`config.mk`:
```
export PLATFORM = sky130hd
export DESIGN_NAME = uart_tx_fifo_param
export DESIGN_NICKNAME = d
export VERILOG_FILES = /design/src/rtl/uart_pkg.sv /design/src/rtl/sync_fifo.sv /design/src/rtl/uart_tx_fifo_param.sv
export SDC_FILE = /design/constraint.sdc
export NUM_CORES = 1
export LEC_CHECK = 0
export CORE_ASPECT_RATIO = 1.75
export CORE_MARGIN = 5
export CORE_UTILIZATION = 45
export CTS_CLUSTER_SIZE = 28
export DETAILED_ROUTE_END_ITERATION = 10
export PLACE_DENSITY = 0.66
export SYNTH_ARGS = -nofsm -noshare
export SYNTH_HDL_FRONTEND = slang
export SYNTH_SLANG_ARGS = --single-unit
```
`constraint.sdc`:
```
create_clock -name clk_in -period 3.25 [get_ports clk_in]
set_input_delay 0.4875 -clock clk_in [delete_from_list [all_inputs] [get_ports clk_in]]
set_output_delay 0.4875 -clock clk_in [all_outputs]
set_load 0.01 [all_outputs]
```
`src/rtl/uart_pkg.sv`:
```
// Shared definitions for the UART channel: parity encodings, serialiser
// state type and frame-length helper, shared by the TX and future RX blocks.
package uart_pkg;

    localparam int PAR_NONE = 0;
    localparam int PAR_ODD  = 1;
    localparam int PAR_EVEN = 2;

    typedef enum logic [2:0] {
        ST_IDLE,
        ST_LOAD,
        ST_START,
        ST_DATA,
        ST_PAR,
        ST_STOP
    } tx_state_e;

    // Number of bit periods in one frame: start + data + optional parity + stop.
    function automatic int frame_bits(input int data_w, input int parity, input int stop_bits);
        return 1 + data_w + ((parity != PAR_NONE) ? 1 : 0) + stop_bits;
    endfunction

endpackage

```
`src/rtl/sync_fifo.sv`:
```
// Single-clock FIFO with extra-bit pointers; full/empty/count come straight
// from the registered pointers, so they reflect the state before each edge.
module sync_fifo #(
    parameter int DATA_W     = 8,
    parameter int FIFO_DEPTH = 16,
    parameter int AFULL_LVL  = FIFO_DEPTH - 2,
    localparam int AW        = $clog2(FIFO_DEPTH)
) (
    input  logic              clk_in,
    input  logic              rst,
    input  logic              push,
    input  logic              pop,
    input  logic [DATA_W-1:0] din,
    output logic [DATA_W-1:0] dout,
    output logic              full,
    output logic              empty,
    output logic              almost_full,
    output logic [AW:0]       count
);

    logic [AW:0]       wr_ptr_q;
    logic [AW:0]       rd_ptr_q;
    logic [DATA_W-1:0] mem_q [FIFO_DEPTH];
    logic              do_push;
    logic              do_pop;

    assign do_push = push && !full;
    assign do_pop  = pop && !empty;

    // NOTE: sequential state uses non-blocking (<=) so every register samples pre-edge values.
    always_ff @(posedge clk_in) begin
        if (rst) begin
            wr_ptr_q <= '0;
            rd_ptr_q <= '0;
        end else begin
            if (do_push) wr_ptr_q <= wr_ptr_q + (AW+1)'(1);
            if (do_pop)  rd_ptr_q <= rd_ptr_q + (AW+1)'(1);
        end
    end

    // NOTE: storage is deliberately not reset; the pointers alone define which entries are valid.
    always_ff @(posedge clk_in) begin
        if (do_push) mem_q[wr_ptr_q[AW-1:0]] <= din;
    end

    assign dout        = mem_q[rd_ptr_q[AW-1:0]];
    assign count       = wr_ptr_q - rd_ptr_q;
    assign empty       = (wr_ptr_q == rd_ptr_q);
    assign full        = (wr_ptr_q[AW] != rd_ptr_q[AW]) && (wr_ptr_q[AW-1:0] == rd_ptr_q[AW-1:0]);
    assign almost_full = (count >= (AW+1)'(AFULL_LVL));

endmodule

```
`src/rtl/uart_tx_fifo_param.sv`:
```
// UART transmitter fed by an internal FIFO; drains autonomously and frames each
// word with start, DATA_W data bits (LSB first), optional parity and stop bits.
module uart_tx_fifo_param
    import uart_pkg::*;
#(
    parameter int DATA_W       = 8,
    parameter int FIFO_DEPTH   = 16,
    parameter int CLKS_PER_BIT = 868,
    parameter int PARITY       = 0,
    parameter int STOP_BITS    = 1,
    parameter int AFULL_LVL    = FIFO_DEPTH - 2
) (
    input  logic                          clk_in,
    input  logic                          rst,
    input  logic                          wr_en,
    input  logic [DATA_W-1:0]             din,
    input  logic                          clr_err,
    output logic                          full,
    output logic                          almost_full,
    output logic                          empty,
    output logic [$clog2(FIFO_DEPTH):0]   data_count,
    output logic                          overflow_err,
    output logic                          busy,
    output logic                          tx_finish,
    output logic                          tx_serial_data
);

    localparam int CNT_W = $clog2(CLKS_PER_BIT);
    localparam int BIT_W = $clog2(DATA_W + 1);

    tx_state_e         state_q;
    logic [CNT_W-1:0]  baud_q;
    logic [BIT_W-1:0]  bit_q;
    logic [DATA_W-1:0] shift_q;
    logic              par_q;
    logic              tx_q;
    logic              busy_q;
    logic              finish_q;
    logic              overflow_q;

    logic [DATA_W-1:0] fifo_dout;
    logic              fifo_pop;
    logic              par_bit;
    logic              baud_last;

    assign fifo_pop  = (state_q == ST_IDLE) && !empty;
    assign par_bit   = (PARITY == PAR_ODD) ? ~(^fifo_dout) : ^fifo_dout;
    assign baud_last = (baud_q == CNT_W'(CLKS_PER_BIT - 1));

    sync_fifo #(
        .DATA_W     (DATA_W),
        .FIFO_DEPTH (FIFO_DEPTH),
        .AFULL_LVL  (AFULL_LVL)
    ) u_fifo (
        .clk_in      (clk_in),
        .rst         (rst),
        .push        (wr_en),
        .pop         (fifo_pop),
        .din         (din),
        .dout        (fifo_dout),
        .full        (full),
        .empty       (empty),
        .almost_full (almost_full),
        .count       (data_count)
    );

    // Overflow is judged against the registered full flag; a new overflow beats clr_err.
    always_ff @(posedge clk_in) begin
        if (rst)                  overflow_q <= 1'b0;
        else if (wr_en && full)   overflow_q <= 1'b1;
        else if (clr_err)         overflow_q <= 1'b0;
    end

    always_ff @(posedge clk_in) begin
        if (rst) begin
            state_q  <= ST_IDLE;
            baud_q   <= '0;
            bit_q    <= '0;
            shift_q  <= '0;
            par_q    <= 1'b0;
            tx_q     <= 1'b1;
            busy_q   <= 1'b0;
            finish_q <= 1'b0;
        end else begin
            finish_q <= 1'b0;
            baud_q   <= baud_last ? '0 : baud_q + CNT_W'(1);
            case (state_q)
                ST_IDLE: begin
                    tx_q <= 1'b1;
                    if (!empty) begin
                        shift_q <= fifo_dout;
                        par_q   <= par_bit;
                        busy_q  <= 1'b1;
                        state_q <= ST_LOAD;
                    end
                end
                ST_LOAD: begin
                    tx_q    <= 1'b0;
                    baud_q  <= '0;
                    state_q <= ST_START;
                end
                ST_START: begin
                    if (baud_last) begin
                        tx_q    <= shift_q[0];
                        bit_q   <= '0;
                        state_q <= ST_DATA;
                    end
                end
                ST_DATA: begin
                    if (baud_last) begin
                        if (bit_q == BIT_W'(DATA_W - 1)) begin
                            bit_q <= '0;
                            if (PARITY != PAR_NONE) begin
                                tx_q    <= par_q;
                                state_q <= ST_PAR;
                            end else begin
                                tx_q    <= 1'b1;
                                state_q <= ST_STOP;
                            end
                        end else begin
                            bit_q   <= bit_q + BIT_W'(1);
                            shift_q <= shift_q >> 1;
                            tx_q    <= shift_q[1];
                        end
                    end
                end
                ST_PAR: begin
                    if (baud_last) begin
                        tx_q    <= 1'b1;
                        bit_q   <= '0;
                        state_q <= ST_STOP;
                    end
                end
                ST_STOP: begin
                    // Raise tx_finish one cycle early so the registered pulse lands on the last stop cycle.
                    if (bit_q == BIT_W'(STOP_BITS - 1) && baud_q == CNT_W'(CLKS_PER_BIT - 2))
                        finish_q <= 1'b1;
                    if (baud_last) begin
                        if (bit_q == BIT_W'(STOP_BITS - 1)) begin
                            busy_q  <= 1'b0;
                            state_q <= ST_IDLE;
                        end else begin
                            bit_q <= bit_q + BIT_W'(1);
                        end
                    end
                end
                default: state_q <= ST_IDLE;
            endcase
        end
    end

    assign tx_serial_data = tx_q;
    assign busy           = busy_q;
    assign tx_finish      = finish_q;
    assign overflow_err   = overflow_q;

endmodule

```
Word-level counts from Yosys, hierarchy flattened
Memories as Yosys holds them, arrays and structs flattened. A register that Yosys moved wholly into a read port is not among the register bits. Index checks and enable logic that the tools add are counted. W data, S select, Z words.

$add $sub $neg: 5. $lt $le $gt $ge: 1. Equal/unequal tests: 21. Muxes and demuxes: 34. Bitwise operators: 1. Reductions and logical operators: 23.

Operator list (number): $mux W4 (7); $mux W8 (3); $mux W3 (7); $eq A10 B10 Y1 const B (2); $ne A2 B2 Y1 const B (9); $pmux W3 S6 (1); $pmux W8 S2 (1); $mux W1 (12); $pmux W4 S3 (1); $reduce_and A4 Y1 (3); $add A10 B1 Y10 const B (1); $add A5 B1 Y5 const B (2); $reduce_and A7 Y1 (1); $eq A3 B2 Y1 const B (2); $eq A3 B3 Y1 const B (2); $logic_and A1 B1 Y1 (6); $reduce_bool A2 Y1 (3); $eq A5 B5 Y1 (1); $ge A5 B4 Y1 const B (1); $pmux W1 S5 (1); $reduce_and A5 Y1 (1); $reduce_bool A5 Y1 (1); $sub A5 B5 Y5 (1); $add A4 B1 Y4 const B (1); 13 further kinds (15).

Flip-flop bits (word level): 39. Memory bits (writable): 128. Output and inout bits: 12. Memories kept: 1.

Memories: u_fifo.mem_q (words 16, bits a word 8, read ports 1, clocked after Yosys merged registers in 1, write ports 1, RTL line sync_fifo.sv:23) `logic [DATA_W-1:0] mem_q [FIFO_DEPTH];`.

Depth between registers and ports, before layout
Gate-level depths: netlist (run 1).

Word-level depth: 6. Depth in mapped cells: 8. Mapped depth without buffers: 8.

Hierarchy
A second synthesis (run 1) with hierarchy kept.

Cells, all modules: 481. Area total of the unflattened synthesis: 7224.4 µm².

Modules (own cells, without submodules): sync_fifo (instances 1, cells each 304, area an instance 5674.2 µm², seq. area each 4124.0 µm²); uart_tx_fifo_param (instances 1, cells each 177, area an instance 1550.2 µm², seq. area each 580.6 µm²).

Worst setup path after synthesis (run 1)
OpenSTA, ideal clock, no wires.

Path type: flip-flop to flip-flop. From: register u_fifo.wr_ptr_q[0]. To: memory u_fifo.mem_q[3][0] (enable). Data arrival time: 2.083 ns. Data required time: 2.867 ns. Slack: 0.783 ns. Cell stages (with the launch flop): 7. Path buffers: 0. Period minus slack after synthesis: 2.467 ns. Cell sequence: dfxtp_1 inv_1 ha_1 and4_1 a21boi_2 nand2_1 nor3_1.

Cells in the longest elaborated chain, start to end: 6.

Ends and longest elaborated chain: start, declared (RTL line sync_fifo.sv:21) `logic [AW:0] wr_ptr_q;`; start signal, assigned (RTL line sync_fifo.sv:36) `if (do_push) wr_ptr_q <= wr_ptr_q + (AW+1)'(1);`; $eq A4 B4 Y1 (RTL line sync_fifo.sv:49) `assign full = (wr_ptr_q[AW] != rd_ptr_q[AW]) && (wr_ptr_q[AW-1:0] == rd_ptr_q[AW-1:0]);`; $logic_and A1 B1 Y1 (RTL line sync_fifo.sv:49); $logic_not A1 Y1 (RTL line sync_fifo.sv:27) `assign do_push = push && !full;`; $logic_and A1 B1 Y1 (RTL line sync_fifo.sv:27); $mux W1 (RTL line sync_fifo.sv:43) `if (do_push) mem_q[wr_ptr_q[AW-1:0]] <= din;`; $mux W1 (not written as such) (RTL line sync_fifo.sv:43); end, declared (RTL line sync_fifo.sv:23).

Several ways; a longest one is shown, not always the timed one.

Final worst setup path (run 1)
From: register u_fifo.wr_ptr_q[0]. To: output almost_full.

Cells in the longest elaborated chain, start to end: 2.

Ends and longest elaborated chain: $sub A5 B5 Y5 (RTL line sync_fifo.sv:47) `assign count = wr_ptr_q - rd_ptr_q;`; $ge A5 B4 Y1 (RTL line sync_fifo.sv:50) `assign almost_full = (count >= (AW+1)'(AFULL_LVL));`; end, declared (RTL line uart_tx_fifo_param.sv:19) `output logic almost_full,`.

Every way passes these cells.

==> out/summary.md, run 1 <==
Status
- status: finished clean

Timing
- number of hold-slack violations in the final timing report: 0
- final-layout worst hold slack: 0.477 ns
- clock skew: 0.0161 ns
- number of pins with negative max-slew slack in the final report: 0
- measured slew at the worst slew-check pin: 0.746 ns
- Max Fclk: 324 MHz
- setup violation total in the final timing report: 0
- Slew headroom: 50.1%
- setup repair after global routing missed its margin: false
- setup TNS: 0 ns
- period utilization: 95.1%
- time the final worst path needs with I/O delays and setup: 3.09 ns

Routing
- via density per instance: 5.63
- initial detailed-routing violation count: 182
- First-pass DRT Iterations: 4
- post-detailed-route count of antenna-violating nets: 0
- number of vias in the routed layout: 4026
- DRC violation count after routing: 0
- total wire length: 14.9 mm
- Avg WL per Cell: 20.8 um

Die
- floorplan core area: 15700 um2
- height of the die: 177 um
- number of standard-cell rows in the floorplan: 61
- initial core utilization: 45.4%
- Chip Width: 105 um
- I/O pin count: 24
- Die Outline Area: 18600 um2

Global routing
- global-route wire length before repair: 23.7 mm
- total congestion overflow: 0
- global-route total usage across every layer: 16.9%
- number of global-route vias before repair: 4180
- largest net degree at the start of global routing: 32
- antenna violations before repair: 0

Synthesis
- number of nets in the synthesized netlist: 504
- post-synth design cell area: 7140 um2
- mean cell area of the mapped netlist: 14.9 um2
- leading register cell type out of synthesis: sky130_fd_sc_hd__edfxtp_1
- FFs w/ async S/R, synth: 0%
- number of flops mapped to enable cells by yosys: 128
- count of state elements after synthesis: 171
- number of distinct library cell variants in the gate-level netlist after synthesis: 59
- total number of yosys warnings: 0
- sequential area share after synthesis: 65.9%
- number of instances in the synthesized netlist: 478

Final layout
- final core utilization: 52.2%
- leading cell type in the layout, fill and taps excluded: sky130_fd_sc_hd__edfxtp_1
- antenna diode instance count: 0
- Cell Count, Final, Fillers Out: 715
- number of fillers in the final layout: 1279
- area added between synthesis and finish: 14.9%
- fin nets: 539
- leading cell types in the layout, fill and taps excluded: sky130_fd_sc_hd__edfxtp_1, sky130_fd_sc_hd__nor2_1, sky130_fd_sc_hd__dfxtp_1
- share of layout cells above drive strength 1: 18.6%

Setup path
- launch point of the worst reg-to-reg path: u_fifo.wr_ptr_q[2]
- kind of end point of the critical path: primary output
- internal reg-to-reg setup slack: 0.60 ns
- arrival time worst endpoint: 2.60 ns
- Register-to-Register Path Depth: 5
- class of the most critical setup path: flip-flop to primary output
- Startpoint Class: flip-flop
- critical path peak fanout: 5
- endpoint required time on the critical path: 2.76 ns
- Critical R2R Capture: u_fifo.mem_q[6][2]

Place
- post-placement cell count: 683
- port buffer count: 23
- final RePlAce weighted congestion: 0.828
- hpwl dp: 10.3 mm

Clock network
- clock root buffer master: sky130_fd_sc_hd__clkbuf_16
- insertion delay to the later sink of the worst-skew pair: 0.43 ns
- TritonCTS clock tree: done
- H-Tree Level Count: 4
- worst-case clock buffer depth: 2
- CTS Sinks: 171
- number of buffers added by the clock tree synthesis step: 17
- Post CTS Setup Buffer Count: 0
- clock slew seen by the registers of the worst setup and hold paths: 0.07 ns

Run
- count of maximum capacitance violations: 0

Worst hold path
- Worst Hold Depth: 1
- end of the worst hold path: baud_q[0]
- Tightest Hold Check Type: flip-flop to flip-flop
- Hold Path Origin: baud_q[0]

Power
- power per unit of standard cell area: 706 nW/um2
- leakage power: 2.73 nW
- Max IR drop VDD: 0.335 mV
- overall power of the completed layout: 5.79 mW

==> report_power, final <==
group	switching, mW	internal [mW]
registers	0.132	2.46
clock network	0.965	1.04
logic	0.611	0.581
==> synthesized netlist by cell type (all sizes together) (4+ instances only) <==
| master | count | area share, % |
|---|---|---|
| edfxtp | 128 | 54 |
| nor2 | 51 | 2.7 |
| dfxtp | 43 | 12 |
| mux4 | 32 | 10 |
| nand2 | 27 | 1.5 |
| a21oi | 20 | 1.6 |
| buf | 14 | 1.4 |
| ha | 13 | 2.3 |
| nor3 | 13 | 0.98 |
| inv | 12 | 0.63 |
| nand3 | 12 | 0.84 |
| and3 | 11 | 1.0 |
| xnor2 | 11 | 1.3 |
| xor2 | 10 | 1.2 |
| a31oi | 7 | 0.61 |
| clkbuf | 7 | 0.37 |
| o21ai | 7 | 0.54 |
| a2111oi | 5 | 0.63 |
| nand4 | 5 | 0.44 |
| mux2i | 4 | 0.56 |
| nand2b | 4 | 0.35 |
| nor2b | 4 | 0.35 |
| or3 | 4 | 0.39 |
==> cells by family after synthesis <==
kind of cell	synth area share, %
AND/OR/NAND/NOR	10.5
AO/OA/AOI/OAI	5.22
flip-flops	65.9
multiplexers	10.8
adder cells (fa/ha/maj)	2.56
XOR/XNOR	2.57
buffers and inverters	2.50
==> stage by stage <==
step / cell area [um2] / setup WS (ns)
6_report: 8210 / 0.160
5_1_grt: 8210 / 0.0271
2_1_floorplan: 7140 / 0.783
3_3_place_gp: 7600 / 0.573
4_1_cts: 8210 / 0.0590
3_5_place_dp: 7600 / 0.514
==> layout make-up <==
type	instances	area, um2	share of cell area, %
Clock buffer	17	425	5.18
Multi-Input combinational cell	273	2260	27.5
Inverter	12	45.0	0.549
Sequential cell	171	4710	57.3
Clock inverter	15	180	2.19
Timing Repair Buffer	38	355	4.33
Tap cell	189	236	2.88
==> critical path, cell delays in order, from the launching register on <==
cell	delay, ns
sky130_fd_sc_hd__dfxtp_2	0.35
sky130_fd_sc_hd__inv_2	0.08
sky130_fd_sc_hd__ha_1	0.14
sky130_fd_sc_hd__inv_1	0.06
sky130_fd_sc_hd__fa_1	0.39
sky130_fd_sc_hd__a21o_1	0.17
sky130_fd_sc_hd__a21oi_1	0.18
sky130_fd_sc_hd__xnor2_1	0.16
sky130_fd_sc_hd__a31o_2	0.13
sky130_fd_sc_hd__clkdlybuf4s50_1	0.52
==> layer usage <==
layer | global-route usage, % | vias up | part of all wire (%)
met1 | 18.0 | 2019 | 37
met2 | 30.7 | 87 | 55
li1 | - | 1897 | -
met5 | 0 | - | 0
met4 | 8.21 | 0 | 4.1
met3 | 4.13 | 23 | 3.8
==> state kept, by name, indices dropped and copies added, names as in the netlist, named ones only <==
register         cells
baud_q              10
bit_q                4
busy                 1
overflow_err         1
shift_q              8
state_q              3
tx_finish            1
tx_serial_data       1
u_fifo.mem_q       128
u_fifo.rd_ptr_q      5
u_fifo.wr_ptr_q      5
==> worst max path at each step <==
stage	startpoint	end	slack, ns	cells after the start
4_1_cts	u_fifo.wr_ptr_q[0]	almost_full	0.06	9
5_1_grt	u_fifo.rd_ptr_q[0]	almost_full	0.03	8
6_report	u_fifo.wr_ptr_q[0]	almost_full	0.16	9
2_1_floorplan	u_fifo.wr_ptr_q[0]	u_fifo.mem_q[3][0]	0.78	6
3_5_place_dp	u_fifo.wr_ptr_q[0]	almost_full	0.51	9
3_3_place_gp	u_fifo.wr_ptr_q[0]	almost_full	0.57	9
==> repair_timing <==
action | in CTS | in global routing
setup endpoints to repair | 0 | 1
resized for setup | 0 | 2
hold buffers | 0 | 0
No activity file was read; power rests on OpenSTA's default activity.
==> inputs of run 2 (changes only) <==
CTS_CLUSTER_DIAMETER = 150   (was default)
==> results of run 2 <==
No change in the layout: final DEF, timing and power equal those of run 1.
==> inputs of run 3 (changes only) <==
CELL_PAD_IN_SITES_DETAIL_PLACEMENT = 1   (was default)
CELL_PAD_IN_SITES_GLOBAL_PLACEMENT = 1   (was default)
CTS_CLUSTER_SIZE = default   (was 28)
GPL_TIMING_DRIVEN = 0   (was default)
PLACE_DENSITY = 0.74   (was 0.66)
==> run 3 against run 2 <==
Combinational power is 11% higher. Maximum frequency is 0.90% lower. Critical endpoint unchanged. Core utilization up 0.16 points. Critical path depth is the same. Via count is 2.3% higher. Non-clock buffer count is 7 higher. Sequential share of layout area fell by 0.17 points. Clock skew hardly changed. Clock power about the same. Critical path type unchanged. Clock-buffer cell count unchanged. Sequential power fell by 2%. Global-route usage grew 2.3 points.
==> out/summary.md, run 3 (same netlist as run 1, synthesis figures left out) <==
Status
- status: finished clean

Die
- Die Outline Area: 18600 um2, unchanged
- height of the die: 177 um, unchanged
- number of standard-cell rows in the floorplan: 61, unchanged
- initial core utilization: 45.4%, unchanged
- floorplan core area: 15700 um2, unchanged
- Chip Width: 105 um, unchanged
- I/O pin count: 24, unchanged

Global routing
- largest net degree at the start of global routing: 20, -38%
- antenna violations before repair: 0, unchanged
- total congestion overflow: 0, unchanged
- global-route total usage across every layer: 19.2%, +2.3 points
- number of global-route vias before repair: 4613, +10%
- global-route wire length before repair: 26.7 mm, +13%

Clock network
- TritonCTS clock tree: done
- CTS Sinks: 171, unchanged
- clock root buffer master: sky130_fd_sc_hd__clkbuf_16
- worst-case clock buffer depth: 2, unchanged
- insertion delay to the later sink of the worst-skew pair: 0.44 ns, about the same
- clock slew seen by the registers of the worst setup and hold paths: 0.07 ns, about the same
- Post CTS Setup Buffer Count: 0, unchanged
- Post-CTS Hold Buffers: 0, unchanged
- number of buffers added by the clock tree synthesis step: 17, unchanged
- H-Tree Level Count: 4, unchanged

Final layout
- share of layout cells above drive strength 1: 18.4%, -0.24 points
- leading cell types in the layout, fill and taps excluded: sky130_fd_sc_hd__edfxtp_1, sky130_fd_sc_hd__nor2_1, sky130_fd_sc_hd__dfxtp_1
- Cell Count, Final, Fillers Out: 722, +0.98%
- fin nets: 546, +1.3%
- finished layout cell area: 8230 um2, +0.30%
- final core utilization: 52.4%, +0.16 points
- area added between synthesis and finish: 15.3%
- antenna diode instance count: 0, unchanged
- flip-flop count of the largest register, all copies and words added: 128, unchanged
- leading cell type in the layout, fill and taps excluded: sky130_fd_sc_hd__edfxtp_1

Setup path
- Worst path slowest cell: sky130_fd_sc_hd__clkdlybuf4s50_1
- cell class contributing the biggest share of worst-path delay: buffers and inverters
- buffers plus inverters on the worst setup path: 3, unchanged
- arrival time worst endpoint: 2.63 ns, +0.03 ns
- class of the most critical setup path: flip-flop to primary output
- Startpoint Class: flip-flop
- Crit path largest cell delay: 0.53 ns, about the same
- endpoint required time on the critical path: 2.76 ns, about the same
- critical path peak fanout: 5, unchanged
- ordered cell list for the critical path: inv_2 -> ha_1 -> inv_1 -> fa_1 -> a21o_1 -> a21oi_2 -> xnor2_1 -> a31o_2 -> clkdlybuf4s50_1
- kind of end point of the critical path: primary output

Timing
- time the final worst path needs with I/O delays and setup: 3.12 ns, +0.0280 ns
- Slew headroom: 43.8%, -6.3 points
- clock skew: 0.0157 ns, -0.000446 ns
- number of hold-slack violations in the final timing report: 0, unchanged
- period utilization: 95.9%, +0.86 points
- number of pins with negative max-slew slack in the final report: 0, unchanged
- setup violation total in the final timing report: 0, unchanged
- measured slew at the worst slew-check pin: 0.840 ns, +0.0936 ns
- Max Fclk: 321 MHz, -0.90%
- setup repair after global routing missed its margin: false

Routing
- First-pass DRT Iterations: 5, +1
- number of vias in the routed layout: 4120, +2.3%
- DRC violation count after routing: 0, unchanged
- Avg WL per Cell: 23.3 um, +12%
- via density per instance: 5.71, +1.3%
- total wire length: 16.8 mm, +13%
- initial detailed-routing violation count: 291, +60%
- post-detailed-route count of antenna-violating nets: 0, unchanged

Worst hold path
- Tightest Hold Check Type: flip-flop to flip-flop

Run
- count of maximum capacitance violations: 0, unchanged

Power
- power per unit of standard cell area: 714 nW/um2, +1.2%
- Max IR drop VDD: 0.449 mV, +34%
- overall power of the completed layout: 5.88 mW, +1.5%
- leakage power: 2.73 nW, +0.35%

Place
- Placed Instance Area: 7610 um2, about the same
- hpwl dp: 11.9 mm, +15%
- port buffer count: 23, unchanged
- final RePlAce weighted congestion: 0.848, +2.5%
- post-placement cell count: 690, +1.0%

==> run 3: changes by cell type in the layout (fill, tap and decap cells not counted), sizes merged <==
| cell | previous run | this run |
|---|---|---|
| clkinvlp | 0 | 1 |
| buf | 15 | 14 |
| clkbuf | 17 | 24 |
| inv | 17 | 20 |
| dlygate4sd1 | 0 | 1 |
| clkinv | 10 | 6 |
==> run 3: what timing repair did <==
| item | CTS | global route |
|---|---|---|
| gates resized for setup | 2 | 6 |
| endpoints found under the hold margin | 0 | 0 |
| setup endpoints to repair | 17 | 25 |
==> run 3: path summary, 6_finish.rpt <==
kind	cells after the start	endpoint	startpoint	slack [ns]
worst max-delay path	9	almost_full	u_fifo.wr_ptr_q[0]	0.13
worst min-delay path	1	baud_q[0]	baud_q[0]	0.48
worst max register to register	6	u_fifo.mem_q[11][5]	u_fifo.rd_ptr_q[1]	0.42
worst min register to register	1	baud_q[0]	baud_q[0]	0.48
==> run 3: per-stage QoR <==
step	hold slack [ns]	worst slack (ns)	setup TNS, ns
final	0.484	0.132	0
after global routing	0.514	0.0217	0
after CTS	0.492	0.0131	0
after detailed placement	0.475	-0.0339	-0.269
after global placement	0.453	0.0733	0
after floorplan	0.437	0.783	0
==> run 3: worst register-to-register path: cells and delay by family, from the launching register on <==
kind	cells	cell delay (ns)
and+or+nand+nor	3	1.26
DFF	1	0.39
buffers and inverters	1	0.11
adders and majority gates	1	0.34
AOI/OAI and AO/OA	1	0.36
==> run 3: per-layer routing <==
metal	global-route usage, %	vias to the layer above	share of wire, %	wire, um
met3	3.47	27	2.4	402
met4	8.91	0	3.1	529
met2	36.6	74	58	9800
met1	19.8	2109	36	6120
met5	0	-	0	0
li1	-	1910	-	-
==> run 3: final cells by class <==
cell class | instances | area, um2
clock buffer | 17 | 425
buffer | 22 | 134
fill | 1520 | 7490
sequential | 171 | 4710
clock inverter | 15 | 173
inverter | 12 | 45.0
timing repair buffer | 23 | 230
multi-input combinational | 273 | 2280
tap | 189 | 236
==> run 3: report_power, final <==
part	switching [mW]	leakage (nW)	internal (mW)
logic	0.720	0.939	0.598
clock network	0.971	0.288	1.04
registers	0.0853	1.51	2.46
total	1.78	2.73	4.10
